<file path="src/rtl/div_unit_pkg.sv">
// Shared definitions for the radix-2 restoring divider: FSM state encodings,
// result-ready levels, and the decoder ALU-op codes for DIV/DIVU.
package div_unit_pkg;

   localparam int DivWidth = 32;

   typedef enum logic [1:0] {
      DivFree   = 2'b00,
      DivByZero = 2'b01,
      DivOn     = 2'b10,
      DivEnd    = 2'b11
   } divState_t;

   localparam logic DivResultReady    = 1'b1;
   localparam logic DivResultNotReady = 1'b0;

   localparam logic [7:0] AluOpDiv  = 8'b0001_1010;
   localparam logic [7:0] AluOpDivu = 8'b0001_1011;

endpackage

</file>
<file path="src/rtl/div_unit_if.sv">
// Execute-stage <-> divider handshake: operands and control from the pipeline,
// result, ready pulse and stall request back.
interface div_unit_if #(parameter int WIDTH = 32);
   logic               start;
   logic               signed_div;
   logic [WIDTH-1:0]   opdata1;
   logic [WIDTH-1:0]   opdata2;
   logic               annul;
   logic [2*WIDTH-1:0] result;
   logic               ready;
   logic               div_stall;

   modport master (
      output start, signed_div, opdata1, opdata2, annul,
      input  result, ready, div_stall
   );

   modport slave (
      input  start, signed_div, opdata1, opdata2, annul,
      output result, ready, div_stall
   );
endinterface

</file>
<file path="src/rtl/div_unit.sv">
// Multi-cycle MIPS DIV/DIVU unit: one restoring step per cycle over a 65-bit
// {rem, quo} shift register, returning {remainder, quotient} for HI/LO.
module div_unit
   import div_unit_pkg::*;
#(
   parameter int WIDTH = DivWidth
) (
   input logic       clk,
   input logic       resetn,
   div_unit_if.slave divBus
);

   // state     | meaning
   // DivFree   | idle, waiting for start & ~annul
   // DivByZero | divisor was zero; working register forced to 0
   // DivOn     | one restoring step per cycle, cnt = 0..WIDTH-1
   // DivEnd    | ready pulse, signed fix-up applied to result

   divState_t          state;
   divState_t          nextState;
   logic [5:0]         cnt;
   logic [2*WIDTH:0]   work;
   logic [WIDTH-1:0]   divisor;
   logic               signedOp;
   logic               signA;
   logic               signB;

   logic               startReq;
   logic [WIDTH-1:0]   magA;
   logic [WIDTH-1:0]   magB;
   logic [2*WIDTH:0]   shifted;
   logic [WIDTH:0]     diff;
   logic [2*WIDTH:0]   stepped;
   logic [WIDTH-1:0]   quoRaw;
   logic [WIDTH-1:0]   remRaw;
   logic               unusedRemMsb;

   assign startReq = divBus.start & ~divBus.annul;

   assign magA = (divBus.signed_div & divBus.opdata1[WIDTH-1]) ? -divBus.opdata1 : divBus.opdata1;
   assign magB = (divBus.signed_div & divBus.opdata2[WIDTH-1]) ? -divBus.opdata2 : divBus.opdata2;

   // Restoring step: subtract from the shifted partial remainder, keep it only if non-negative.
   assign shifted = {work[2*WIDTH-1:0], 1'b0};
   assign diff    = shifted[2*WIDTH:WIDTH] - {1'b0, divisor};
   assign stepped = diff[WIDTH] ? shifted : {diff, shifted[WIDTH-1:1], 1'b1};

   assign quoRaw       = work[WIDTH-1:0];
   assign remRaw       = work[2*WIDTH-1:WIDTH];
   assign unusedRemMsb = work[2*WIDTH];

   always_ff @(posedge clk) begin
      if (!resetn) begin
         state <= DivFree;
      end else begin
         state <= nextState;
      end
   end

   always_comb begin
      nextState = state;
      if (divBus.annul) begin
         nextState = DivFree;
      end else begin
         case (state)
            DivFree: begin
               if (divBus.start) begin
                  nextState = (divBus.opdata2 == '0) ? DivByZero : DivOn;
               end
            end
            DivByZero: nextState = DivEnd;
            DivOn: begin
               if (cnt == 6'(WIDTH - 1)) begin
                  nextState = DivEnd;
               end
            end
            DivEnd:  nextState = DivFree;
            default: nextState = DivFree;
         endcase
      end
   end

   always_comb begin
      divBus.ready  = DivResultNotReady;
      divBus.result = '0;
      if (state == DivEnd) begin
         divBus.ready  = DivResultReady;
         divBus.result = {(signedOp & signA) ? -remRaw : remRaw,
                          (signedOp & (signA ^ signB)) ? -quoRaw : quoRaw};
      end
      divBus.div_stall = divBus.start & ~divBus.ready & ~divBus.annul;
   end

   always_ff @(posedge clk) begin
      if (!resetn) begin
         cnt      <= '0;
         work     <= '0;
         divisor  <= '0;
         signedOp <= 1'b0;
         signA    <= 1'b0;
         signB    <= 1'b0;
      end else begin
         case (state)
            DivFree: begin
               if (startReq) begin
                  signedOp <= divBus.signed_div;
                  signA    <= divBus.opdata1[WIDTH-1];
                  signB    <= divBus.opdata2[WIDTH-1];
                  work     <= {{(WIDTH+1){1'b0}}, magA};
                  divisor  <= magB;
                  cnt      <= '0;
               end
            end
            DivByZero: begin
               work  <= '0;
               signA <= 1'b0;
               signB <= 1'b0;
            end
            DivOn: begin
               work <= stepped;
               cnt  <= cnt + 6'd1;
            end
            default: ;
         endcase
      end
   end

endmodule

</file>
<file path="src/flat_wrapper.sv">
// flat-port wrapper written by rule: the top's interface ports become plain ports
module div_unit_flat import div_unit_pkg::*;
#(
   parameter int WIDTH = DivWidth
)
  (clk, resetn, divBus_start, divBus_signed_div, divBus_opdata1, divBus_opdata2, divBus_annul, divBus_result, divBus_ready, divBus_div_stall);
  div_unit_if #(.WIDTH(WIDTH)) divBus_i ();
  input logic clk;
  input logic resetn;
  input wire logic [$bits(divBus_i.start)-1:0] divBus_start;
  input wire logic [$bits(divBus_i.signed_div)-1:0] divBus_signed_div;
  input wire logic [$bits(divBus_i.opdata1)-1:0] divBus_opdata1;
  input wire logic [$bits(divBus_i.opdata2)-1:0] divBus_opdata2;
  input wire logic [$bits(divBus_i.annul)-1:0] divBus_annul;
  output wire logic [$bits(divBus_i.result)-1:0] divBus_result;
  output wire logic [$bits(divBus_i.ready)-1:0] divBus_ready;
  output wire logic [$bits(divBus_i.div_stall)-1:0] divBus_div_stall;
  assign divBus_i.start = divBus_start;
  assign divBus_i.signed_div = divBus_signed_div;
  assign divBus_i.opdata1 = divBus_opdata1;
  assign divBus_i.opdata2 = divBus_opdata2;
  assign divBus_i.annul = divBus_annul;
  assign divBus_result = divBus_i.result;
  assign divBus_ready = divBus_i.ready;
  assign divBus_div_stall = divBus_i.div_stall;
  div_unit #(.WIDTH(WIDTH)) u_core (.clk(clk), .resetn(resetn), .divBus(divBus_i));
endmodule
</file>
<file path="config.mk">
export PLATFORM = sky130hd
export DESIGN_NAME = div_unit_flat
export DESIGN_NICKNAME = d
export VERILOG_FILES = /design/src/rtl/div_unit_pkg.sv /design/src/rtl/div_unit_if.sv /design/src/rtl/div_unit.sv /design/src/flat_wrapper.sv
export SDC_FILE = /design/constraint.sdc
export NUM_CORES = 1
export LEC_CHECK = 0
export BUFFER_PORTS_ARGS = -buffer_cell sky130_fd_sc_hd__clkbuf_2
export CAP_MARGIN = 20
export CORE_UTILIZATION = 64
export CTS_CLUSTER_DIAMETER = 60
export DETAILED_ROUTE_END_ITERATION = 16
export GPL_TIMING_DRIVEN = 0
export PLACE_DENSITY = 0.9
export SYNTH_ARGS = -nofsm -noshare
export SYNTH_HDL_FRONTEND = slang
export SYNTH_SLANG_ARGS = --single-unit
</file>
<file path="constraint.sdc">
create_clock -name clk -period 9.2 [get_ports clk]
set_input_delay 0.92 -clock clk [delete_from_list [all_inputs] [get_ports clk]]
set_output_delay 0.92 -clock clk [all_outputs]
set_load 0.02 [all_outputs]
</file>
==> metrics.cfg, run 1 <==
[synth]
avgSynthCellArea_um2 = 7.669
ys_types = 80
synth_area_um2 = 9433
synth_seq_cells = 107
synth_nets = 1342
syn_inst = 1230
async_reset_ff_share_pct = 0
synth_edf_count = 0
seq_area_frac_synth_pct = 22.71
yosys_warnings = 0
ys.flop_type = dfxtp_1

[cts]
cts_root_buf = clkbuf_16
cts_tree = built
cts_setup_buffers = 0
cts_resized = 0
cts_hold_buf = 0
cts_buffers = 9
ctsLongestPathBuffers = 2
htreeDepth = 3
cts.clk_slew.worst_paths_ps = 80
cts.sinks = 107
clk_latency_ps = 370

[outcome]
outcome = finished clean

[drt]
drt_iter0_drc = 822
wl_met3_um = 2069
routed.top_layer = met4
dr.pass1.iters = 6
vias_per_cell = 6.297
vias = 9848
dr_wl_met2_um = 13710
met1_length_um = 11320
ant_nets = 0
post_drt_wl_per_cell_um = 17.98
drc = 0
wirelength_um = 28120

[layout]
nets = 1487
drive_gt1_share_pct = 13.91
register_area_um2 = 2142
design_area_um2 = 10660
synthToLayoutAreaGrowth_pct = 13.00
layout.cells.non_filler = 1564
antenna_cells = 0
multi_input_area_um2 = 6782
nFillCells = 1149

[power]
internal_power_uw = 871.0
clock_power_share_pct = 33.5
swShare_pct = 33.51
powerDensity_nw_per_um2 = 122.9
ir_worst_vdd_mv = 0.1141
finalPower_mw = 1.310
pwr-share-comb_pct = 26.3
p_switching_uw = 439.0
seq_power_share_pct = 40.2
power_leakage_nw = 5.098

[floorplan]
fp.dieW_um = 123.4
die_y_um = 123.4
die_area_um2 = 15230
rows = 44
start_util_pct = 65.15
io_pins = 135
core_um2 = 14480

[global_routing]
grt_first_pass_wirelength_um = 43680
grt_antenna_before_repair = 0
grt_max_degree = 19
grt_use_total_pct = 36.81
gr-total-overflow = 0
grt_pass1_vias = 9232

[setup_path]
worstSetupEndpointType = output pin
slowest_stage = nor4b_2
cp_max_fo = 8
crit_chain = nor4_2, nor4b_2, nand2_1, nor3_2, nand3b_1, o31ai_1, xnor2_1, and2_1, clkbuf_2
crit_arrival_ps = 3340
startpoint_type = flop
crit_required_ps = 8280
cpPeakStageDelay_ps = 600
worstSetupPathType = reg2out

[placement]
dpl-instance-area_um2 = 10330
dp.cells = 1548
dp_hpwl_um = 21750
port_buffers = 134
place_ws_ps = 5473
place.gp.congestion = 0.9506

[timing]
slew_violations = 0
fin_ws_ps = 4939
rsz0062_at_grt = no
finalHoldViolations = 0
tightestPinTransition_ps = 843.9
final.setup.tns_ps = 0
min_period_over_period_pct = 46.31
fin_crit_ps = 4261
clock.fmax_mhz = 234.7
relSlewSlack_pct = 43.74
setup_viol = 0
finClkSkew_ps = 7.536

[min_path]
worstHoldPathType = reg2reg

[flow_run]
max_cap_viol_count = 0

==> flip-flops by register name, indices dropped and copies added (netlist names) <==
| name | cells |
|---|---|
| u_core.divisor | 32 |
| u_core.work | 64 |
| u_core.signB | 1 |
| u_core.cnt | 6 |
| u_core.signedOp | 1 |
| u_core.state | 2 |
| u_core.signA | 1 |
==> cells in the mapped netlist (4+ instances only) <==
library cell / n / area share, %
ha_1: 42 / 5.6
nor3_1: 29 / 1.5
nor4_1: 10 / 0.66
a211oi_1: 5 / 0.40
o21ai_1: 32 / 1.7
a22oi_1: 4 / 0.32
mux2i_1: 30 / 3.2
nor2_1: 58 / 2.3
or4_1: 6 / 0.48
o41ai_1: 7 / 0.65
a21oi_1: 78 / 4.1
a21boi_0: 9 / 0.72
o21a_1: 9 / 0.72
nand3_1: 25 / 1.3
dfxtp_1: 107 / 23
o211a_1: 53 / 5.6
a31oi_1: 10 / 0.66
o311a_1: 5 / 0.53
o21ai_0: 48 / 2.5
buf_2: 5 / 0.27
o31ai_1: 19 / 1.5
a32oi_1: 8 / 0.74
and3_1: 14 / 0.93
nand2b_1: 17 / 1.1
or3_1: 10 / 0.66
and2_1: 62 / 4.1
nand2_1: 146 / 5.8
o211ai_1: 29 / 2.3
nor2b_1: 17 / 1.1
xor2_1: 57 / 5.3
nand4_1: 4 / 0.27
a21o_1: 11 / 0.88
clkbuf_1: 56 / 2.2
inv_1: 62 / 2.5
xnor2_1: 74 / 6.9
==> cell type report <==
cell class	count	share of cell area, %
inverters	63	2.219
repair buffers	134	6.292
plain buffers	66	2.559
clock buffers	9	2.113
clock inverters	7	0.9391
multi-input cells	994	63.62
well taps	184	2.160
flip-flops and latches	107	20.10
==> metal layers <==
layer  global-route usage (%)  vias up
li1                         -     4689
met1                    42.67     4601
met2                    64.59      462
met3                    6.365       96
met4                    19.13        0
met5                        0        -
==> metrics by stage <==
| stage | util (%) | hold slack, ps |
|---|---|---|
| after global routing | 73.62 | 532.8 |
| after floorplan | - | 441.0 |
| after detailed placement | 71.37 | 491.7 |
| after CTS | 73.62 | 506.5 |
| after global placement | 71.37 | 455.8 |
| final | 73.62 | 506.3 |
==> critical path, delay by kind of cell (launching register included) <==
| family | cells | cell delay [ps] |
|---|---|---|
| XOR/XNOR | 1 | 170 |
| AND/OR/NAND/NOR | 6 | 1960 |
| AO/OA/AOI/OAI | 1 | 270 |
| buffers and inverters | 1 | 170 |
| flip-flops | 1 | 400 |
==> path summary, 6_finish.rpt <==
path	start	to	slack, ps	depth (start not counted)
hold reg to reg	u_core.divisor[31]$_SDFFE_PN0P_	u_core.divisor[31]$_SDFFE_PN0P_	510	2
setup reg to reg	u_core.work[31]$_SDFFE_PN0P_	u_core.work[54]$_SDFFE_PN0P_	5640	13
hold / removal	u_core.divisor[31]$_SDFFE_PN0P_	u_core.divisor[31]$_SDFFE_PN0P_	510	2
setup / recovery	u_core.work[2]$_SDFFE_PN0P_	divBus_result[29]	4940	9
==> power by group through the flow <==
stage	clock (mW)	sequential (mW)	combinational [mW]
after global placement	0	0.533	0.325
after floorplan	0	0.526	0.244
final	0.439	0.526	0.345
after detailed placement	0	0.534	0.334
after global routing	0.451	0.529	0.376
after CTS	0.435	0.524	0.337
==> cell usage in the layout, fill, tap and decap left out, types with 8 or more instances in the layout <==
cell,n
or3_1,10
clkbuf_2,134
nand2b_1,17
clkbuf_16,9
ha_1,42
o31ai_1,19
nor2_1,58
nor4_1,10
a31oi_1,10
nor3_1,29
nor2b_1,17
xor2_1,57
o211a_1,53
mux2i_1,30
a32oi_1,8
and2_1,62
nand3_1,25
a21oi_1,78
xnor2_1,74
inv_1,62
and3_1,14
nand2_1,146
o21a_1,9
o21ai_1,32
clkbuf_1,56
o211ai_1,29
o21ai_0,48
a21o_1,11
dfxtp_1,107
a21boi_0,9
==> kinds of logic (layout without fill, tap and decap cells) <==
kind of cell             after synthesis  count (layout)  synth area share, %
AND/OR/NAND/NOR                      429             429                23.62
AO/OA/AOI/OAI                        360             360                27.02
XOR/XNOR                             131             131                12.16
buffers and inverters                129             279                5.399
flip-flops                           107             107                22.71
adder cells (fa/ha/maj)               43              43                5.783
multiplexers                          31              31                3.303
Note: power is estimated with default switching activity, not from simulation.
==> run 2: changes to the inputs <==
Settings changed: CORE_UTILIZATION 64 to 53, PLACE_DENSITY 0.9 to 0.8.
Clock period 9.2 ns to 3.88 ns, I/O delays scaled along.
==> run 2 against run 1 <==
Against the previous run:
- clock skew about the same
- global-route usage down 7.2 points
- utilization decreased by 12 points
- sequential cell count unchanged
- final cell count increased by 2.6%
- count of clock-buffer cells in the layout increased by 4
- register-to-register slack got worse by 5400 ps
- critical path depth increased by 3
- combinational power is 130% higher
- critical endpoint is now u_core.work[56]$_SDFFE_PN0P_
- largest cell class unchanged
==> metrics.cfg, run 2 (same netlist as run 1, synthesis figures left out) <==
[flow_run]
max_cap_viol_count = 0

[timing]
fin_crit_ps = 3620
finalHoldViolations = 0
rsz0062_at_grt = no
fin_ws_ps = 259.9
final.setup.tns_ps = 0
tightestPinTransition_ps = 826.4
min_period_over_period_pct = 93.30
relSlewSlack_pct = 44.91
setup_viol = 0
clock.fmax_mhz = 276.2
slew_violations = 0
finClkSkew_ps = 7.932

[setup_path]
r2r_cells = 12
cp_max_fo = 10
worstSetupEndpointType = flop
rrSetupSlack_ps = 260
crit_arrival_ps = 3850
crit_required_ps = 4110
worstSetupPathType = reg2reg
reg2reg_to = u_core.work[56]$_SDFFE_PN0P_
startpoint_type = flop
timing.rr.start = u_core.work[32]$_SDFFE_PN0P_

[placement]
dpl-instance-area_um2 = 10390
dp_hpwl_um = 21580
port_buffers = 134
place.gp.congestion = 0.9281
place_ws_ps = 319.7

[layout]
largest_reg_flops = 64
register_area_um2 = 2142
design_area_um2 = 10660
multi_input_area_um2 = 6782
mostFrequentLayoutCell = nand2_1
antenna_cells = 0
top_register = u_core.work
fin_util_pct = 61.40
nFillCells = 1597
nets = 1487
layout_common_cells = nand2_1 (146), clkbuf_2 (134), dfxtp_1 (107)
reg_top3 = u_core.work (64), u_core.divisor (32), u_core.cnt (6)
synthToLayoutAreaGrowth_pct = 12.99
drive_gt1_share_pct = 13.70

[cts]
cts.sinks = 107
cts_buffers = 9
clk_latency_ps = 360
cts_root_buf = clkbuf_16
cts.clk_slew.worst_paths_ps = 70
cts_resized = 0
cts_tree = built
cts_setup_buffers = 0
htreeDepth = 3
cts_hold_buf = 0
ctsLongestPathBuffers = 2

[floorplan]
io_pins = 135
die_area_um2 = 18340
fp.dieW_um = 135.4
rows = 48
core_um2 = 17360
die_y_um = 135.4
start_util_pct = 54.35

[min_path]
hold_end = u_core.divisor[31]$_SDFFE_PN0P_
worstHoldPathType = in2reg
whs_path_depth = 3
hp-start = divBus_opdata2[31]

[power]
finalPower_mw = 2.944
p_switching_uw = 993.2
swShare_pct = 33.74
powerDensity_nw_per_um2 = 276.2
seq_power_share_pct = 42.2
pwr-share-comb_pct = 27.4
internal_power_mw = 1.951
power_leakage_nw = 5.072
clock_power_share_pct = 30.3
ir_worst_vdd_mv = 0.2215

[global_routing]
grt_antenna_before_repair = 0
grt_pass1_vias = 8838
grt_first_pass_wirelength_um = 42900
grt_max_degree = 17
gr-total-overflow = 0
grt_use_total_pct = 29.65

[drt]
post_drt_wl_per_cell_um = 16.94
ant_nets = 0
dr.pass1.iters = 6
vias_per_cell = 6.009
drt_iter0_drc = 668
drc = 0
wirelength_um = 27190
vias = 9645

[outcome]
outcome = finished clean

-- run 2: worst max-delay path by stage --
stage,startpoint,to,slack (ps),cells after the start
global placement,u_core.work[32]$_SDFFE_PN0P_,u_core.work[60]$_SDFFE_PN0P_,400,12
finish,u_core.work[32]$_SDFFE_PN0P_,u_core.work[56]$_SDFFE_PN0P_,260,12
floorplan,u_core.work[31]$_SDFFE_PN0P_,u_core.work[54]$_SDFFE_PN0P_,940,13
CTS,u_core.work[31]$_SDFFE_PN0P_,u_core.work[56]$_SDFFE_PN0P_,300,13
detailed placement,u_core.work[31]$_SDFFE_PN0P_,u_core.work[56]$_SDFFE_PN0P_,320,13
global route,u_core.work[2]$_SDFFE_PN0P_,divBus_result[29],40,9
-- run 2: through the flow --
stage          instances  hold slack (ps)
2_1_floorplan       1230            441.0
3_5_place_dp        1589            468.3
5_1_grt             1605            347.6
6_report            1605            333.5
4_1_cts             1605            326.7
3_3_place_gp        1589            452.2
-- run 2: worst max-delay path, cell delays in order (launching register included) --
cell	delay, ps
dfxtp_1	500
inv_1	180
fa_1	460
nand2b_1	210
a21oi_2	200
o211ai_1	160
a21oi_2	230
o211ai_1	160
a21o_1	260
a311oi_4	520
buf_4	310
mux2i_1	210
o21ai_1	80
-- run 2: area by class of cell --
cell class                 count  area share, %
timing repair buffer         134          6.293
clock buffer                  13          2.348
multi-input combinational    994          63.63
inverter                      63          2.219
buffer                        66          2.559
clock inverter                 3         0.2113
tap                          225          2.641
sequential                   107          20.10
-- run 2: power by group through the flow --
stage          sequential [mW]  clock [mW]  combinational, mW
2_1_floorplan             1.25           0              0.578
3_3_place_gp              1.26           0              0.779
3_5_place_dp              1.27           0              0.793
4_1_cts                   1.24       0.894              0.798
5_1_grt                   1.25       0.936              0.890
6_report                  1.24       0.893              0.807
-- run 2: per-layer routing --
metal | up-vias | share of wire, % | track usage, %
li1 | 4686 | - | -
met1 | 4544 | 43 | 36.84
met2 | 352 | 48 | 51.25
met3 | 63 | 6.0 | 4.190
met4 | 0 | 3.1 | 12.05
met5 | - | 0 | 0
